`src/rtl/alarm_pkg.sv`:
```
// alarm_pkg -- types and constants shared by the alarm controller slice.
//
// Contents: the FSM state enum, the set_field display codes, the time-field
// widths and limits, and a wrap-around +/-1 helper for the alarm registers.
//
// Configuration: defining ALARM_SNOOZE_EN adds the SNOOZED state and the
// width of its seconds counter.
package alarm_pkg;

    localparam int HOUR_W = 5;
    localparam int MIN_W  = 6;
    localparam int SEC_W  = 6;

    localparam logic [HOUR_W-1:0] MAX_HOUR = 5'd23;
    localparam logic [MIN_W-1:0]  MAX_MIN  = 6'd59;

    // Ring counter holds TIMEOUT_S - 1 at most (TIMEOUT_S <= 255).
    localparam int RING_W = 8;
`ifdef ALARM_SNOOZE_EN
    // Snooze counter holds SNOOZE_MIN * 60 at most (15 * 60 = 900).
    localparam int SNOOZE_W = 10;
`endif

    typedef enum logic [2:0] {
        ST_OFF      = 3'd0,
        ST_ARMED    = 3'd1,
        ST_SET_HOUR = 3'd2,
        ST_SET_MIN  = 3'd3,
        ST_RINGING  = 3'd4
`ifdef ALARM_SNOOZE_EN
        ,
        ST_SNOOZED  = 3'd5
`endif
    } state_e;

    typedef enum logic [1:0] {
        FIELD_NONE = 2'b00,
        FIELD_HOUR = 2'b01,
        FIELD_MIN  = 2'b10
    } field_e;

    // +/-1 with wrap between 0 and max_value. Hour values are passed
    // zero-extended to the minute width so one helper serves both fields.
    function automatic logic [MIN_W-1:0] wrap_step(input logic [MIN_W-1:0] value,
                                                   input logic [MIN_W-1:0] max_value,
                                                   input logic             inc);
        if (inc) return (value == max_value) ? '0 : value + 1'b1;
        else     return (value == '0) ? max_value : value - 1'b1;
    endfunction

endpackage

```
`src/rtl/alarm_controller_if.sv`:
```
// alarm_controller_if -- signal bundle between the clock/button front end
// and the alarm controller.
//
//   sec_tick                 one-cycle pulse, time fields already show the new second
//   hour / min / sec         current binary time (5 / 6 / 6 bits)
//   set_pulse                enter alarm-set mode
//   up/down/center_pulse     debounced one-cycle button pulses
//   alarm_hour / alarm_min   stored alarm time for the display path
//   armed / ringing / buzzer alarm status and tone output
//   set_field                00 none, 01 hour being set, 10 minute being set
//
// master: the front end driving time and buttons; slave: the controller.
interface alarm_controller_if;
    import alarm_pkg::*;

    logic              sec_tick;
    logic [HOUR_W-1:0] hour;
    logic [MIN_W-1:0]  min;
    logic [SEC_W-1:0]  sec;
    logic              set_pulse;
    logic              up_pulse;
    logic              down_pulse;
    logic              center_pulse;
    logic [HOUR_W-1:0] alarm_hour;
    logic [MIN_W-1:0]  alarm_min;
    logic              armed;
    logic              ringing;
    logic              buzzer;
    logic [1:0]        set_field;

    modport master (
        output sec_tick, hour, min, sec, set_pulse, up_pulse, down_pulse, center_pulse,
        input  alarm_hour, alarm_min, armed, ringing, buzzer, set_field
    );

    modport slave (
        input  sec_tick, hour, min, sec, set_pulse, up_pulse, down_pulse, center_pulse,
        output alarm_hour, alarm_min, armed, ringing, buzzer, set_field
    );

endinterface

```
`src/rtl/tone_gen.sv`:
```
// tone_gen -- square-wave buzzer drive.
//
//   clk, rst_n  clock and asynchronous active-low reset
//   enable      high while the alarm rings
//   tone        toggles every TONE_DIV cycles while enabled, else 0
//
// The counter and tone register are held at 0 while disabled, so the first
// rising edge of tone comes TONE_DIV cycles after enable rises. The output
// is gated with enable so it drops in the very cycle ringing stops.
module tone_gen #(
    parameter int TONE_DIV = 25000
) (
    input  logic clk,
    input  logic rst_n,
    input  logic enable,
    output logic tone
);

    localparam int               CNT_W   = $clog2(TONE_DIV);
    localparam logic [CNT_W-1:0] CNT_MAX = CNT_W'(TONE_DIV - 1);

    logic [CNT_W-1:0] cnt_q;
    logic             tone_q;

    // NOTE: flops are written with <= so every register samples values from before the edge.
    always_ff @(posedge clk or negedge rst_n) begin
        if (!rst_n) begin
            cnt_q  <= '0;
            tone_q <= 1'b0;
        end else if (!enable) begin
            cnt_q  <= '0;
            tone_q <= 1'b0;
        end else if (cnt_q == CNT_MAX) begin
            cnt_q  <= '0;
            tone_q <= ~tone_q;
        end else begin
            cnt_q  <= cnt_q + 1'b1;
        end
    end

    assign tone = tone_q & enable;

endmodule

```
`src/rtl/alarm_controller.sv`:
```
// alarm_controller -- alarm clock control FSM.
//
//   clk, rst_n  clock and asynchronous active-low reset
//   bus         alarm_controller_if.slave: time, button pulses in;
//               alarm time, armed, ringing, buzzer, set_field out
//
// States OFF, ARMED, SET_HOUR, SET_MIN, RINGING (and SNOOZED when the
// ALARM_SNOOZE_EN macro is defined). Within a state a center press wins over
// up/down, which win over second-tick events. The alarm only triggers from
// ARMED, so a match seen while OFF or while editing is simply lost.
module alarm_controller
    import alarm_pkg::*;
#(
    parameter int DEFAULT_HOUR = 6,
    parameter int DEFAULT_MIN  = 0,
    parameter int TIMEOUT_S    = 60,
    parameter int SNOOZE_MIN   = 5,
    parameter int TONE_DIV     = 25000
) (
    input logic               clk,
    input logic               rst_n,
    alarm_controller_if.slave bus
);

    state_e            state_q, state_d;
    logic [HOUR_W-1:0] alarm_hour_q;
    logic [MIN_W-1:0]  alarm_min_q;
    logic [RING_W-1:0] ring_cnt_q;
    logic              hour_adj, min_adj;
    logic              adj_req;
    logic              alarm_hit;
    logic              ring_done;
    logic              armed;
    field_e            set_field;

    // Simultaneous up and down cancel out.
    assign adj_req   = bus.up_pulse ^ bus.down_pulse;
    assign alarm_hit = bus.sec_tick && (bus.hour == alarm_hour_q) &&
                       (bus.min == alarm_min_q) && (bus.sec == '0);
    // The tick that would bring the count to TIMEOUT_S ends the ring.
    assign ring_done = bus.sec_tick && (ring_cnt_q == RING_W'(TIMEOUT_S - 1));

`ifdef ALARM_SNOOZE_EN
    localparam logic [SNOOZE_W-1:0] SNOOZE_LOAD = SNOOZE_W'(SNOOZE_MIN * 60);

    logic [SNOOZE_W-1:0] snooze_cnt_q;
    logic                snooze_done;

    assign snooze_done = bus.sec_tick && (snooze_cnt_q == SNOOZE_W'(1));
`endif

    always_comb begin
        // NOTE: defaults come first so no path through the case leaves a signal unassigned (no latches).
        state_d  = state_q;
        hour_adj = 1'b0;
        min_adj  = 1'b0;
        case (state_q)
            ST_OFF: begin
                if (bus.center_pulse)   state_d = ST_ARMED;
                else if (bus.set_pulse) state_d = ST_SET_HOUR;
            end
            ST_ARMED: begin
                if (bus.center_pulse)   state_d = ST_OFF;
                else if (bus.set_pulse) state_d = ST_SET_HOUR;
                else if (alarm_hit)     state_d = ST_RINGING;
            end
            ST_SET_HOUR: begin
                if (bus.center_pulse) state_d  = ST_SET_MIN;
                else                  hour_adj = adj_req;
            end
            ST_SET_MIN: begin
                if (bus.center_pulse) state_d = ST_ARMED;
                else                  min_adj = adj_req;
            end
            ST_RINGING: begin
                if (bus.center_pulse) state_d = ST_ARMED;
`ifdef ALARM_SNOOZE_EN
                else if (bus.up_pulse || bus.down_pulse) state_d = ST_SNOOZED;
`endif
                else if (ring_done) state_d = ST_ARMED;
            end
`ifdef ALARM_SNOOZE_EN
            ST_SNOOZED: begin
                if (bus.center_pulse) state_d = ST_ARMED;
                else if (snooze_done) state_d = ST_RINGING;
            end
`endif
            default: state_d = ST_OFF;
        endcase
    end

    always_ff @(posedge clk or negedge rst_n) begin
        if (!rst_n) begin
            state_q      <= ST_OFF;
            alarm_hour_q <= HOUR_W'(DEFAULT_HOUR);
            alarm_min_q  <= MIN_W'(DEFAULT_MIN);
            ring_cnt_q   <= '0;
        end else begin
            state_q <= state_d;
            if (hour_adj)
                alarm_hour_q <= HOUR_W'(wrap_step(MIN_W'(alarm_hour_q), MIN_W'(MAX_HOUR), bus.up_pulse));
            if (min_adj)
                alarm_min_q <= wrap_step(alarm_min_q, MAX_MIN, bus.up_pulse);
            // Held at zero outside RINGING, which also clears it on entry.
            if (state_q != ST_RINGING) ring_cnt_q <= '0;
            else if (bus.sec_tick)     ring_cnt_q <= ring_cnt_q + 1'b1;
        end
    end

`ifdef ALARM_SNOOZE_EN
    always_ff @(posedge clk or negedge rst_n) begin
        if (!rst_n) begin
            snooze_cnt_q <= '0;
        end else if (state_q != ST_SNOOZED) begin
            snooze_cnt_q <= (state_d == ST_SNOOZED) ? SNOOZE_LOAD : '0;
        end else if (bus.sec_tick) begin
            snooze_cnt_q <= snooze_cnt_q - 1'b1;
        end
    end
`endif

    always_comb begin
        armed     = 1'b0;
        set_field = FIELD_NONE;
        case (state_q)
            ST_ARMED, ST_RINGING: armed     = 1'b1;
            ST_SET_HOUR:          set_field = FIELD_HOUR;
            ST_SET_MIN:           set_field = FIELD_MIN;
`ifdef ALARM_SNOOZE_EN
            ST_SNOOZED:           armed     = 1'b1;
`endif
            default: ;
        endcase
    end

    tone_gen #(
        .TONE_DIV (TONE_DIV)
    ) u_tone (
        .clk    (clk),
        .rst_n  (rst_n),
        .enable (state_q == ST_RINGING),
        .tone   (bus.buzzer)
    );

    assign bus.alarm_hour = alarm_hour_q;
    assign bus.alarm_min  = alarm_min_q;
    assign bus.armed      = armed;
    assign bus.ringing    = (state_q == ST_RINGING);
    assign bus.set_field  = set_field;

endmodule
```
`src/flat_wrapper.sv`:
```
// flat-port wrapper written by rule: the top's interface ports become plain ports
module alarm_controller_flat import alarm_pkg::*;
#(
    parameter int DEFAULT_HOUR = 6,
    parameter int DEFAULT_MIN  = 0,
    parameter int TIMEOUT_S    = 60,
    parameter int SNOOZE_MIN   = 5,
    parameter int TONE_DIV     = 25000
)
  (clk, rst_n, bus_sec_tick, bus_hour, bus_min, bus_sec, bus_set_pulse, bus_up_pulse, bus_down_pulse, bus_center_pulse, bus_alarm_hour, bus_alarm_min, bus_armed, bus_ringing, bus_buzzer, bus_set_field);
  alarm_controller_if bus_i ();
  input logic clk;
  input logic rst_n;
  input wire logic [$bits(bus_i.sec_tick)-1:0] bus_sec_tick;
  input wire logic [$bits(bus_i.hour)-1:0] bus_hour;
  input wire logic [$bits(bus_i.min)-1:0] bus_min;
  input wire logic [$bits(bus_i.sec)-1:0] bus_sec;
  input wire logic [$bits(bus_i.set_pulse)-1:0] bus_set_pulse;
  input wire logic [$bits(bus_i.up_pulse)-1:0] bus_up_pulse;
  input wire logic [$bits(bus_i.down_pulse)-1:0] bus_down_pulse;
  input wire logic [$bits(bus_i.center_pulse)-1:0] bus_center_pulse;
  output wire logic [$bits(bus_i.alarm_hour)-1:0] bus_alarm_hour;
  output wire logic [$bits(bus_i.alarm_min)-1:0] bus_alarm_min;
  output wire logic [$bits(bus_i.armed)-1:0] bus_armed;
  output wire logic [$bits(bus_i.ringing)-1:0] bus_ringing;
  output wire logic [$bits(bus_i.buzzer)-1:0] bus_buzzer;
  output wire logic [$bits(bus_i.set_field)-1:0] bus_set_field;
  assign bus_i.sec_tick = bus_sec_tick;
  assign bus_i.hour = bus_hour;
  assign bus_i.min = bus_min;
  assign bus_i.sec = bus_sec;
  assign bus_i.set_pulse = bus_set_pulse;
  assign bus_i.up_pulse = bus_up_pulse;
  assign bus_i.down_pulse = bus_down_pulse;
  assign bus_i.center_pulse = bus_center_pulse;
  assign bus_alarm_hour = bus_i.alarm_hour;
  assign bus_alarm_min = bus_i.alarm_min;
  assign bus_armed = bus_i.armed;
  assign bus_ringing = bus_i.ringing;
  assign bus_buzzer = bus_i.buzzer;
  assign bus_set_field = bus_i.set_field;
  alarm_controller #(.DEFAULT_HOUR(DEFAULT_HOUR), .DEFAULT_MIN(DEFAULT_MIN), .TIMEOUT_S(TIMEOUT_S), .SNOOZE_MIN(SNOOZE_MIN), .TONE_DIV(TONE_DIV)) u_core (.clk(clk), .rst_n(rst_n), .bus(bus_i));
endmodule
```
`config.mk`:
```
export PLATFORM = sky130hd
export DESIGN_NAME = alarm_controller_flat
export DESIGN_NICKNAME = d
export VERILOG_FILES = /design/src/rtl/alarm_pkg.sv /design/src/rtl/alarm_controller_if.sv /design/src/rtl/tone_gen.sv /design/src/rtl/alarm_controller.sv /design/src/flat_wrapper.sv
export SDC_FILE = /design/constraint.sdc
export NUM_CORES = 1
export LEC_CHECK = 0
export CORE_ASPECT_RATIO = 0.8
export CORE_MARGIN = 5
export CORE_UTILIZATION = 50
export DETAILED_ROUTE_END_ITERATION = 12
export GPL_ROUTABILITY_DRIVEN = 0
export GPL_TIMING_DRIVEN = 0
export HOLD_SLACK_MARGIN = 0.06
export PLACE_DENSITY = 0.73
export REMOVE_ABC_BUFFERS = 1
export SKIP_CTS_REPAIR_TIMING = 1
export SLEW_MARGIN = 20
export SYNTH_ARGS = -nofsm -noshare
export SYNTH_HDL_FRONTEND = slang
export SYNTH_SLANG_ARGS = --single-unit
```
`constraint.sdc`:
```
create_clock -name clk -period 3.6 [get_ports clk]
set_input_delay 0.36 -clock clk [delete_from_list [all_inputs] [get_ports clk]]
set_output_delay 0.36 -clock clk [all_outputs]
set_load 0.01 [all_outputs]
```
=== Word-level counts from Yosys, hierarchy flattened ===
Index checks and enable logic that the tools add are counted.

* Output and inout port bits: 16
* Register bits: 38
* Word-level logic and storage cells: 70
* Input bits: 24

* Equality and inequality tests: 17
* Mux-type cells: 27
* Add/sub/neg operators: 6
* Reductions and logical operators: 11
* Bitwise gates (word level): 3

{| class="wikitable"
|+ Operator list
! kind !! number
|-
| $mux W15 || 2
|-
| $mux W3 || 9
|-
| $mux W6 || 3
|-
| $mux W8 || 2
|-
| $add A15 B1 Y15 const B || 1
|-
| $eq A15 B15 Y1 const B || 1
|-
| $mux W5 || 3
|-
| $pmux W3 S5 || 1
|-
| $logic_not A6 Y1 || 2
|-
| $add A8 B1 Y8 const B || 1
|-
| $eq A8 B6 Y1 const B || 1
|-
| $add A6 B1 Y6 const B || 1
|-
| $eq A3 B2 Y1 const B || 2
|-
| $eq A6 B6 Y1 || 1
|-
| $eq A6 B6 Y1 const B || 1
|-
| $mux W1 || 6
|-
| $ne A3 B3 Y1 const B || 2
|-
| $sub A6 B1 Y6 const B || 1
|-
| $add A5 B1 Y5 const B || 1
|-
| $eq A5 B5 Y1 || 1
|-
| $eq A5 B5 Y1 const B || 1
|-
| $logic_not A5 Y1 || 1
|-
| $reduce_and A5 Y1 || 1
|-
| $sub A5 B1 Y5 const B || 1
|-
| other kinds (14) || 18
|}

=== Depth between registers and ports, before layout ===
Gate-level depths: netlist of run 1.

* Word-level depth: 8
* Gate-level depth with buffers: 8
* Gate-level depth less buffers: 6

=== By module ===
A second synthesis of run 1 with hierarchy kept.

* Cell total of the unflattened synthesis: 274
* Area total of the unflattened synthesis: 2471.1 um2

{| class="wikitable"
|+ Modules (own cells, without submodules)
! module !! area an instance (um2) !! instances !! sequential area each (um2) !! cells each
|-
| alarm_controller || 1655.3 || 1 || 553.0 || 196
|-
| tone_gen || 815.8 || 1 || 400.4 || 78
|}

=== Worst setup path after synthesis of run 1 ===
OpenSTA, ideal clock, no wires.

* Path type: reg-to-reg
* Start: register u_core.alarm_hour_q[2] (netlist: u_core.bus.alarm_hour[2])
* End: register u_core.state_q[2]
* Setup time: 111 ps
* Period minus slack after synthesis: 1766 ps
* Arrival time: 1655 ps
* Data required time: 3489 ps
* Stages on the path, launching flop included: 6
* Setup slack: 1834 ps
* Path buffers: 1
* Cell sequence: dfstp_2 -> clkbuf_1 -> xor2_1 -> nor4_4 -> nand4_1 -> a2111oi_2

* Word-level cells in the longest chain between the ends: 6

{| class="wikitable"
|+ RTL lines
! item !! line !! RTL
|-
| start, declared || alarm_controller.sv:26 || <nowiki>logic [HOUR_W-1:0] alarm_hour_q;</nowiki>
|-
| start signal, assigned || alarm_controller.sv:95 || <nowiki>alarm_hour_q <= HOUR_W'(DEFAULT_HOUR);</nowiki>
|-
| start signal, assigned || alarm_controller.sv:101 || <nowiki>alarm_hour_q <= HOUR_W'(wrap_step(MIN_W'(alarm_hour_q), MIN_W'(MAX_HOUR), bus.up_pulse));</nowiki>
|-
| $eq A5 B5 Y1 || alarm_controller.sv:38 || <nowiki>assign alarm_hit = bus.sec_tick && (bus.hour == alarm_hour_q) &&</nowiki>
|-
| $logic_and A1 B1 Y1 (2 in a row) || alarm_controller.sv:38 ||
|-
| $logic_and A1 B1 Y1 || alarm_controller.sv:39 || <nowiki>(bus.min == alarm_min_q) && (bus.sec == '0);</nowiki>
|-
| $ne A4 B3 Y1 (no source line) || -- ||
|-
| $reduce_and A5 Y1 (no source line) || -- ||
|-
| end signal, assigned || alarm_controller.sv:99 || <nowiki>state_q <= state_d;</nowiki>
|-
| end, declared || alarm_controller.sv:25 || <nowiki>state_e state_q, state_d;</nowiki>
|}

Every way passes these cells.
A chain may end at the register's enable or synchronous reset.

=== Final worst setup path of run 1 ===
* Start: register u_core.state_q[0]
* End: output bus_buzzer

* Word-level cells in the longest chain between the ends: 2

{| class="wikitable"
|+ RTL lines
! item !! line !! RTL
|-
| $eq A3 B3 Y1 || alarm_controller.sv:141 || <nowiki>.enable (state_q == ST_RINGING),</nowiki>
|-
| $and A1 B1 Y1 || tone_gen.sv:41 || <nowiki>assign tone = tone_q & enable;</nowiki>
|-
| end, declared || flat_wrapper.sv:26 || <nowiki>output wire logic [$bits(bus_i.buzzer)-1:0] bus_buzzer;</nowiki>
|}

Every way passes these cells.

==> results of run 1 <==
==> power breakdown <==
part / switching, mW / internal, mW
combinational: 0.285 / 0.323
clock: 0.154 / 0.204
sequential: 0.181 / 0.492
==> worst register-to-register path, cell delays in order, from the launching register on <==
cell      delay, ns
dfrtp_1        0.48
nand2b_1       0.22
nand2b_1       0.32
inv_1          0.19
nand2_1        0.32
o21ba_2        0.35
==> per-stage QoR <==
step                power (mW)  util, %  setup WS, ns  cell area, sq um  instances
floorplan                 1.01        -          1.97              2410        259
global placement          1.27     58.5         0.940              2880        360
detailed placement        1.28     59.0         0.900              2900        361
CTS                       1.65     61.2          1.09              3010        369
global route              1.76     61.4         0.932              3020        370
finish                    1.64     61.4          1.08              3020        370
==> registers in the layout, indices dropped and copies added (netlist names) <==
register,flops
u_core.ring_cnt_q,8
u_core.bus.alarm_min,6
u_core.state_q,3
u_core.u_tone.tone_q,1
u_core.bus.alarm_hour,5
u_core.u_tone.cnt_q,15
==> metal layers <==
layer	track usage, %	routed length, um
met5	0	0
met4	5.87	76
met3	3.84	319
met2	27.8	2520
met1	26.3	2620
==> cells by family (layout without fill, tap and decap cells) <==
logic type	after synthesis	count (layout)
buf+inv	26	58
fa+ha+maj	7	7
flops	38	38
mux	5	5
compound gates	48	48
simple gates	119	119
xor+xnor	33	33
==> cell type report <==
cell class / count / area (sq um) / area share, %
Inverter: 9 / 33.8 / 1.12
Timing Repair Buffer: 41 / 423 / 14.0
Tap cell: 62 / 77.6 / 2.57
Clock inverter: 3 / 40.0 / 1.33
Multi-Input combinational cell: 212 / 1420 / 47.1
Sequential cell: 38 / 953 / 31.6
Clock buffer: 5 / 68.8 / 2.28
==> path summary, 6_finish.rpt <==
check | end | from | slack [ns]
min | u_core.u_tone.cnt_q[0] | u_core.u_tone.cnt_q[0] | 0.47
min reg2reg | u_core.u_tone.cnt_q[0] | u_core.u_tone.cnt_q[0] | 0.47
max reg2reg | u_core.u_tone.cnt_q[14] | u_core.state_q[0] | 1.67
max | bus_buzzer | u_core.state_q[0] | 1.08
max in group asynchronous | u_core.ring_cnt_q[6] | rst_n | 2.63
min in group asynchronous | u_core.bus.alarm_min[2] | rst_n | 0.53
==> placed cells by master (no fill, tap or decap), types with 7 or more instances in the layout <==
| master | instances |
|---|---|
| nand2_1 | 17 |
| nand4_1 | 9 |
| a21oi_1 | 14 |
| inv_1 | 9 |
| ha_1 | 7 |
| clkdlybuf4s50_1 | 38 |
| nand3_1 | 15 |
| o21ai_0 | 7 |
| dfrtp_1 | 36 |
| xor2_1 | 27 |
| nor2_1 | 32 |
==> flow_metrics.env, run 1 <==
export IMPL_synth_compound_area_share_pct=13.3
export IMPL_die_height_um=73.1
export IMPL_fin_tns_setup_ns=0
export IMPL_synth_distinct_cells=56
export IMPL_area_growth_pct=21.2
export IMPL_synth_edf_count=0
export IMPL_yosys_area_share_xor_xnor_pct=11.6
export IMPL_htree_levels=2
export IMPL_grt_usage_pct=18.4
export IMPL_first_iter_violations=128
export IMPL_cts_max_path_buffers=2
export IMPL_synth_common_cells="36 x dfrtp_1, 32 x nor2_1, 27 x xor2_1"
export IMPL_ff2ff_path_depth=5
export IMPL_crit_fanout=10
export IMPL_ys_ff_latch=38
export IMPL_synth_seq_area_share_pct=38.3
export IMPL_cts_sinks=38
export IMPL_async_flop_share_pct=100
export IMPL_p_per_area_mw_per_mm2=543
export IMPL_critical_path_arrival_ns=2.16
export IMPL_diodes=0
export IMPL_wl_per_cell_um=15.0
export IMPL_ys_warn_count=0
export IMPL_drt_pass1_iter_count=4
export IMPL_antenna_found_initial=0
export IMPL_peakVddDrop_mv=0.481
export IMPL_end_kind="output pin"
export IMPL_synth_area_leaders="dfrtp_1 36%, xor2_1 9.5%, nor2_1 4.8%"
export IMPL_netlist_area_leader_share_pct=36.2
export IMPL_drive_above_1_share_pct=6.49
export IMPL_fmax_mhz=397
export IMPL_via_per_inst=5.76
export IMPL_die_w_um=88.9
export IMPL_pin_count=40
export IMPL_synth_ff_type="dfrtp_1"
export IMPL_syn_avg_cell_area_sq_um=9.03
export IMPL_io_buffers=39
export IMPL_gr_total_overflow=0
export IMPL_synth_fa_ha_area_share_pct=3.52
export IMPL_worst_path_most_repeated_cell="nand2b_1"
export IMPL_ant_nets=0
export IMPL_start_util_pct=50.6
export IMPL_drv_slew=0
export IMPL_crit_chain="nand2b_1 > nand2b_1 > inv_1 > and2_1 > clkdlybuf4s50_1"
export IMPL_slowest_delay_ns=0.53
export IMPL_insertion_delay_ns=0.29
export IMPL_min_path_cells=1
export IMPL_clock_root_buffer="clkbuf_8"
export IMPL_rows=23
export IMPL_synth_top_family_by_area="simple AND/OR/NAND/NOR gates"
export IMPL_period_minus_slack_ns=2.52
export IMPL_maxCapViolations=0
export IMPL_fillers=426
export IMPL_period_share_pct=69.9
export IMPL_die_area_sq_mm=0.00650
export IMPL_worstSetupPathDepth=5
export IMPL_worstPathRequired_ns=3.24
export IMPL_core_area_sq_mm=0.00492
export IMPL_yosysTopAreaCell="dfrtp_1"
export IMPL_cp_start_kind="flop"
export IMPL_cts_tree="done"
export IMPL_hpwl_um=4030
export IMPL_synth_simple_area_share_pct=26.7
export IMPL_rsz0062_at_grt="false"
export IMPL_layout_nets=338
export IMPL_worst_clock_skew_ns=0.00675
export IMPL_path_class="reg -> out"
export IMPL_cpMaxStageDelayCell="clkdlybuf4s50_1"
export IMPL_worst_path_buf_inv=2
export IMPL_grt_pass1_vias=1988
export IMPL_grt_max_degree=24
export IMPL_numCtsBuffers=5
export IMPL_p_leak_nw=1.22
export IMPL_worst_hold_slack_ns=0.467
export IMPL_max_slew_margin_rel_pct=49.2
export IMPL_synth_most_common_cell="dfrtp_1"
export IMPL_synth_cells=276
export IMPL_muxShareOfSynthArea_pct=2.06
export IMPL_crit_family="buffers and inverters"
export IMPL_hold_viol_final=0
export IMPL_status="finished clean"
export IMPL_setup_viol=0
export IMPL_drc=0
export IMPL_grt_first_pass_wirelength_um=9320
export IMPL_wirelength_um=5540
export IMPL_hold_path_class="reg -> reg"
export IMPL_vias=2132
export IMPL_clkSlewWorstSetupHoldPaths_ns=0.08
export IMPL_syn_area_sq_mm=0.00249
export IMPL_worst_pin_slew_ns=0.759
Power figures use the tool's default switching activity.
==> inputs of run 2 (changes only) <==
--- a/config.mk
+++ b/config.mk
@@ -7,12 +7,12 @@
 export LEC_CHECK = 0
 export CORE_ASPECT_RATIO = 0.8
 export CORE_MARGIN = 5
-export CORE_UTILIZATION = 50
+export CORE_UTILIZATION = 49
 export DETAILED_ROUTE_END_ITERATION = 12
 export GPL_ROUTABILITY_DRIVEN = 0
 export GPL_TIMING_DRIVEN = 0
 export HOLD_SLACK_MARGIN = 0.06
-export PLACE_DENSITY = 0.73
+export PLACE_DENSITY = 0.75
 export REMOVE_ABC_BUFFERS = 1
 export SKIP_CTS_REPAIR_TIMING = 1
 export SLEW_MARGIN = 20
==> constraint.sdc (replaced) <==
create_clock -name clk -period 2.1 [get_ports clk]
set_input_delay 0.21 -clock clk [delete_from_list [all_inputs] [get_ports clk]]
set_output_delay 0.21 -clock clk [all_outputs]
set_load 0.01 [all_outputs]
==> run 2 against run 1 <==
Non-clock buffer count increased by 4. First-iteration DRC count decreased by 10%. Power increased by 71%. Wire length increased by 0.51%. Register-to-register slack got worse by 1.4 ns. Highest routed layer unchanged. Critical path depth unchanged. Combinational power increased by 84%. Final cell count increased by 1.1%.
==> flow_metrics.env, run 2 (synthesis gave the netlist of run 1 again) <==
export IMPL_crit_chain="clkdlybuf4s50_1 > or4b_1 > nor4_2 > nand4_1 > a2111oi_2"
export IMPL_layout_nets=342
export IMPL_design_area_sq_mm=0.00306
export IMPL_rsz0062_at_grt="false"
export IMPL_core_area_sq_mm=0.00498
export IMPL_clkSlewWorstSetupHoldPaths_ns=0.08
export IMPL_p_leak_nw=1.29
export IMPL_worst_pin_slew_ns=0.784
export IMPL_cp_start_kind="input port"
export IMPL_p_per_area_mw_per_mm2=916
export IMPL_drv_slew=0
export IMPL_drt_pass1_iter_count=5
export IMPL_clock_root_buffer="clkbuf_8"
export IMPL_fin_util_pct=61.4
export IMPL_die_area_sq_mm=0.00662
export IMPL_worst_clock_skew_ns=0.0101
export IMPL_cpMaxStageDelayCell="clkdlybuf4s50_1"
export IMPL_via_per_inst=5.65
export IMPL_htree_levels=2
export IMPL_insertion_delay_ns=0.30
export IMPL_ant_nets=0
export IMPL_start_util_pct=50.0
export IMPL_hold_viol_final=0
export IMPL_first_iter_violations=115
export IMPL_layout_cells_non_filler=374
export IMPL_area_growth_pct=22.7
export IMPL_drc=0
export IMPL_fin_tns_setup_ns=0
export IMPL_cts_tree="done"
export IMPL_hold_path_class="in -> async"
export IMPL_wirelength_um=5570
export IMPL_fillers=400
export IMPL_antenna_found_initial=0
export IMPL_grt_max_degree=22
export IMPL_top_register="u_core.u_tone.cnt_q"
export IMPL_wl_per_cell_um=14.9
export IMPL_final_cell_mix="35 x clkdlybuf4s50_1, 35 x dfrtp_1, 32 x nor2_1"
export IMPL_vias=2114
export IMPL_gr_total_overflow=0
export IMPL_dp_slack_ns=-0.389
export IMPL_path_class="in -> reg"
export IMPL_setup_ws_ns=0.136
export IMPL_cts_sinks=38
export IMPL_hpwl_um=4070
export IMPL_peakVddDrop_mv=0.580
export IMPL_status="finished clean"
export IMPL_cts_max_path_buffers=2
export IMPL_post_dp_cell_area_sq_mm=0.00290
export IMPL_drive_above_1_share_pct=8.97
export IMPL_r2r_slack_ns=0.27
export IMPL_die_w_um=89.7
export IMPL_critical_path_arrival_ns=2.16
export IMPL_dpl_cell_count=361
export IMPL_worstReg2RegStart="u_core.bus.alarm_min[0]"
export IMPL_fmax_mhz=509
export IMPL_rows=23
export IMPL_grt_pass1_vias=2008
export IMPL_numCtsBuffers=5
export IMPL_period_share_pct=93.5
export IMPL_grt_first_pass_wirelength_um=9400
export IMPL_diodes=0
export IMPL_r2r_end="u_core.bus.alarm_min[3]"
export IMPL_die_height_um=73.8
export IMPL_slowest_delay_ns=0.63
export IMPL_end_kind="flop"
export IMPL_maxCapViolations=0
export IMPL_grt_usage_pct=17.6
export IMPL_crit_fanout=8
export IMPL_setup_viol=0
export IMPL_largest_register_ffs=15
export IMPL_worstPathRequired_ns=2.29
export IMPL_period_minus_slack_ns=1.96
export IMPL_io_buffers=39
export IMPL_pin_count=40
export IMPL_ff2ff_path_depth=5
export IMPL_max_slew_margin_rel_pct=47.6
[run 2: through the flow]
stage                     hold WS, ns  power [mW]
after floorplan               -0.0856        1.73
after global placement          0.450        2.17
after detailed placement        0.215        2.21
after CTS                      -0.113        2.75
after global routing            0.468        2.99
final                           0.417        2.80
[run 2: power breakdown]
part           switching, mW  internal (mW)  total [mW]
Combinational          0.517          0.599        1.12
Clock                  0.266          0.264       0.530
Sequential             0.306          0.846        1.15
Total                   1.09           1.71        2.80
[run 2: critical path, delay by kind of cell]
| kind | cells | cell delay, ns |
|---|---|---|
| buffers and inverters | 1 | 0.63 |
| AO/OA/AOI/OAI | 1 | 0.39 |
| AND/OR/NAND/NOR | 3 | 0.94 |
[run 2: how the worst max path moves through the flow]
stage	slack, ns	endpoint	depth (start not counted)	start
floorplan	0.47	u_core.bus.alarm_min[5]	5	u_core.bus.alarm_min[0]
global placement	-0.39	u_core.bus.alarm_hour[0]	5	bus_up_pulse
detailed placement	-0.39	u_core.bus.alarm_min[3]	5	bus_up_pulse
CTS	-0.29	bus_buzzer	5	u_core.state_q[0]
global route	0.003	u_core.state_q[2]	5	bus_sec_tick
finish	0.14	u_core.state_q[2]	5	bus_sec_tick
[run 2: metal layers]
metal | up-vias | global-route usage, % | share of wire, %
met5 | - | 0 | 0
met4 | 0 | 5.37 | 1.0
met3 | 5 | 5.63 | 7.3
met2 | 62 | 27.8 | 46
met1 | 992 | 23.0 | 45
li1 | 1055 | - | -
[run 2: cell type report]
cell class              count  area [sq um]  area share [%]
well taps                  62          77.6            2.54
inverters                   9          33.8            1.11
repair buffers             45           460            15.1
flip-flops and latches     38           955            31.2
clock buffers               6          82.6            2.70
multi-input cells         212          1430            46.9
clock inverters             2          12.5           0.410
==> inputs of run 3 (changes only) <==
--- a/config.mk
+++ b/config.mk
@@ -8,6 +8,7 @@
 export CORE_ASPECT_RATIO = 0.8
 export CORE_MARGIN = 5
 export CORE_UTILIZATION = 49
+export CTS_BUF_LIST = sky130_fd_sc_hd__clkbuf_16
 export DETAILED_ROUTE_END_ITERATION = 12
 export GPL_ROUTABILITY_DRIVEN = 0
 export GPL_TIMING_DRIVEN = 0
@@ -19,3 +20,4 @@
 export SYNTH_ARGS = -nofsm -noshare
 export SYNTH_HDL_FRONTEND = slang
 export SYNTH_SLANG_ARGS = --single-unit
+export TNS_END_PERCENT = 5
==> run 3 against run 2 <==
Wire length is 0.65% higher. Critical path depth down 1. Sequential power hardly changed. Sequential share of layout area fell by 0.17 points. Sequential cell count is the same. Die area is the same. Combinational power decreased by 5%. Clock skew shrank 0.0053 ns. Global-route usage shrank 0.11 points. Largest cell class unchanged. Largest power group unchanged.
==> flow_metrics.env, run 3 (synthesis gave the netlist of run 1 again) <==
export IMPL_fin_tns_setup_ns=0
export IMPL_grt_busiest_layer="met2"
export IMPL_final_cell_mix="35 x clkdlybuf4s50_1, 35 x dfrtp_1, 32 x nor2_1"
export IMPL_end_kind="output pin"
export IMPL_diodes=0
export IMPL_fin_util_pct=61.7
export IMPL_insertion_delay_ns=0.28
export IMPL_setup_viol=0
export IMPL_drc=0
export IMPL_start_util_pct=50.0
export IMPL_first_iter_violations=153
export IMPL_via_per_inst=5.66
export IMPL_worst_clock_skew_ns=0.00479
export IMPL_pin_count=40
export IMPL_hold_path_class="in -> reg"
export IMPL_rows=23
export IMPL_maxCapViolations=0
export IMPL_worst_pin_slew_ns=0.770
export IMPL_period_share_pct=95.4
export IMPL_cts_sinks=38
export IMPL_area_growth_pct=23.3
export IMPL_cts_max_path_buffers=2
export IMPL_numCtsBuffers=5
export IMPL_clkSlewWorstSetupHoldPaths_ns=0.06
export IMPL_layout_cells_non_filler=370
export IMPL_fmax_mhz=499
export IMPL_grt_usage_pct=17.4
export IMPL_grtUsageMet2_pct=28.5
export IMPL_max_slew_margin_rel_pct=48.6
export IMPL_post_dp_cell_area_sq_mm=0.00290
export IMPL_vias=2096
export IMPL_core_area_sq_mm=0.00498
export IMPL_hold_viol_final=0
export IMPL_cts_tree="done"
export IMPL_dpl_cell_count=361
export IMPL_wl_per_cell_um=15.1
export IMPL_largest_register_ffs=15
export IMPL_hpwl_um=4070
export IMPL_worstSetupStartpoint="u_core.state_q[0]"
export IMPL_antenna_found_initial=0
export IMPL_die_w_um=89.7
export IMPL_grt_max_degree=22
export IMPL_critical_path_arrival_ns=1.79
export IMPL_ant_nets=0
export IMPL_period_minus_slack_ns=2.00
export IMPL_dp_slack_ns=-0.389
export IMPL_grt_pass1_vias=2055
export IMPL_min_from="bus_sec_tick"
export IMPL_rsz0062_at_grt="false"
export IMPL_top_register="u_core.u_tone.cnt_q"
export IMPL_io_buffers=39
export IMPL_design_area_sq_mm=0.00307
export IMPL_peakVddDrop_mv=0.579
export IMPL_wirelength_um=5600
export IMPL_clock_root_buffer="clkbuf_16"
export IMPL_setup_ws_ns=0.0967
export IMPL_met3_usage_pct=4.30
export IMPL_die_height_um=73.8
export IMPL_use_met1_pct=23.0
export IMPL_fillers=413
export IMPL_gr_total_overflow=0
export IMPL_grt_first_pass_wirelength_um=9490
export IMPL_worstPathRequired_ns=1.89
export IMPL_drive_above_1_share_pct=7.47
export IMPL_p_leak_nw=1.28
export IMPL_crit_fanout=10
export IMPL_htree_levels=2
export IMPL_status="finished clean"
export IMPL_worstReg2RegStart="u_core.bus.alarm_min[0]"
export IMPL_layout_nets=338
export IMPL_die_area_sq_mm=0.00662
export IMPL_path_class="reg -> out"
export IMPL_cp_start_kind="flop"
export IMPL_drt_pass1_iter_count=4
export IMPL_drv_slew=0
export IMPL_p_per_area_mw_per_mm2=956
==> run 3: cell count changes in the layout (fill, tap and decap cells not counted) <==
cell	previous run	this run
buf_4	4	0
clkbuf_16	0	5
clkbuf_8	6	0
clkinv_1	0	1
==> run 3: metrics by stage <==
step	hold WS, ns	total power [mW]
after floorplan	-0.0856	1.73
after detailed placement	0.215	2.21
after global placement	0.450	2.17
final	0.372	2.94
after CTS	-0.0840	2.94
after global routing	0.415	3.11
==> run 3: final cells by class <==
class,instances,area (sq um),area share [%]
clock buffer,5,125,4.07
clock inverter,3,16.3,0.530
inverter,9,33.8,1.10
multi-input combinational,212,1430,46.7
sequential,38,955,31.1
tap,62,77.6,2.53
timing repair buffer,41,430,14.0
==> run 3: path summary, 6_finish.rpt <==
path | slack [ns] | to | depth (start not counted)
max | 0.1 | bus_ringing | 4
min | 0.37 | u_core.ring_cnt_q[0] | 3
max reg2reg | 0.27 | u_core.bus.alarm_min[3] | 5
min reg2reg | 0.46 | u_core.u_tone.cnt_q[0] | 1
max in group asynchronous | 1.11 | u_core.bus.alarm_hour[2] | 3
min in group asynchronous | 0.44 | u_core.u_tone.cnt_q[2] | 2
==> run 3: report_power, final <==
part	internal, mW	switching (mW)	leakage, nW
clock	0.433	0.284	0.0672
sequential	0.848	0.313	0.495
combinational	0.557	0.502	0.717
==> run 3: critical path: stages (launching register included) <==
cell	delay, ns
dfrtp_2	0.46
nand2b_1	0.21
nand2b_4	0.22
inv_2	0.09
clkdlybuf4s50_1	0.54
==> run 3: layer usage <==
layer / share of wire (%) / vias up
met5: 0 / -
met4: 0.96 / 0
met3: 6.6 / 6
met2: 47 / 59
met1: 45 / 979
li1: - / 1052
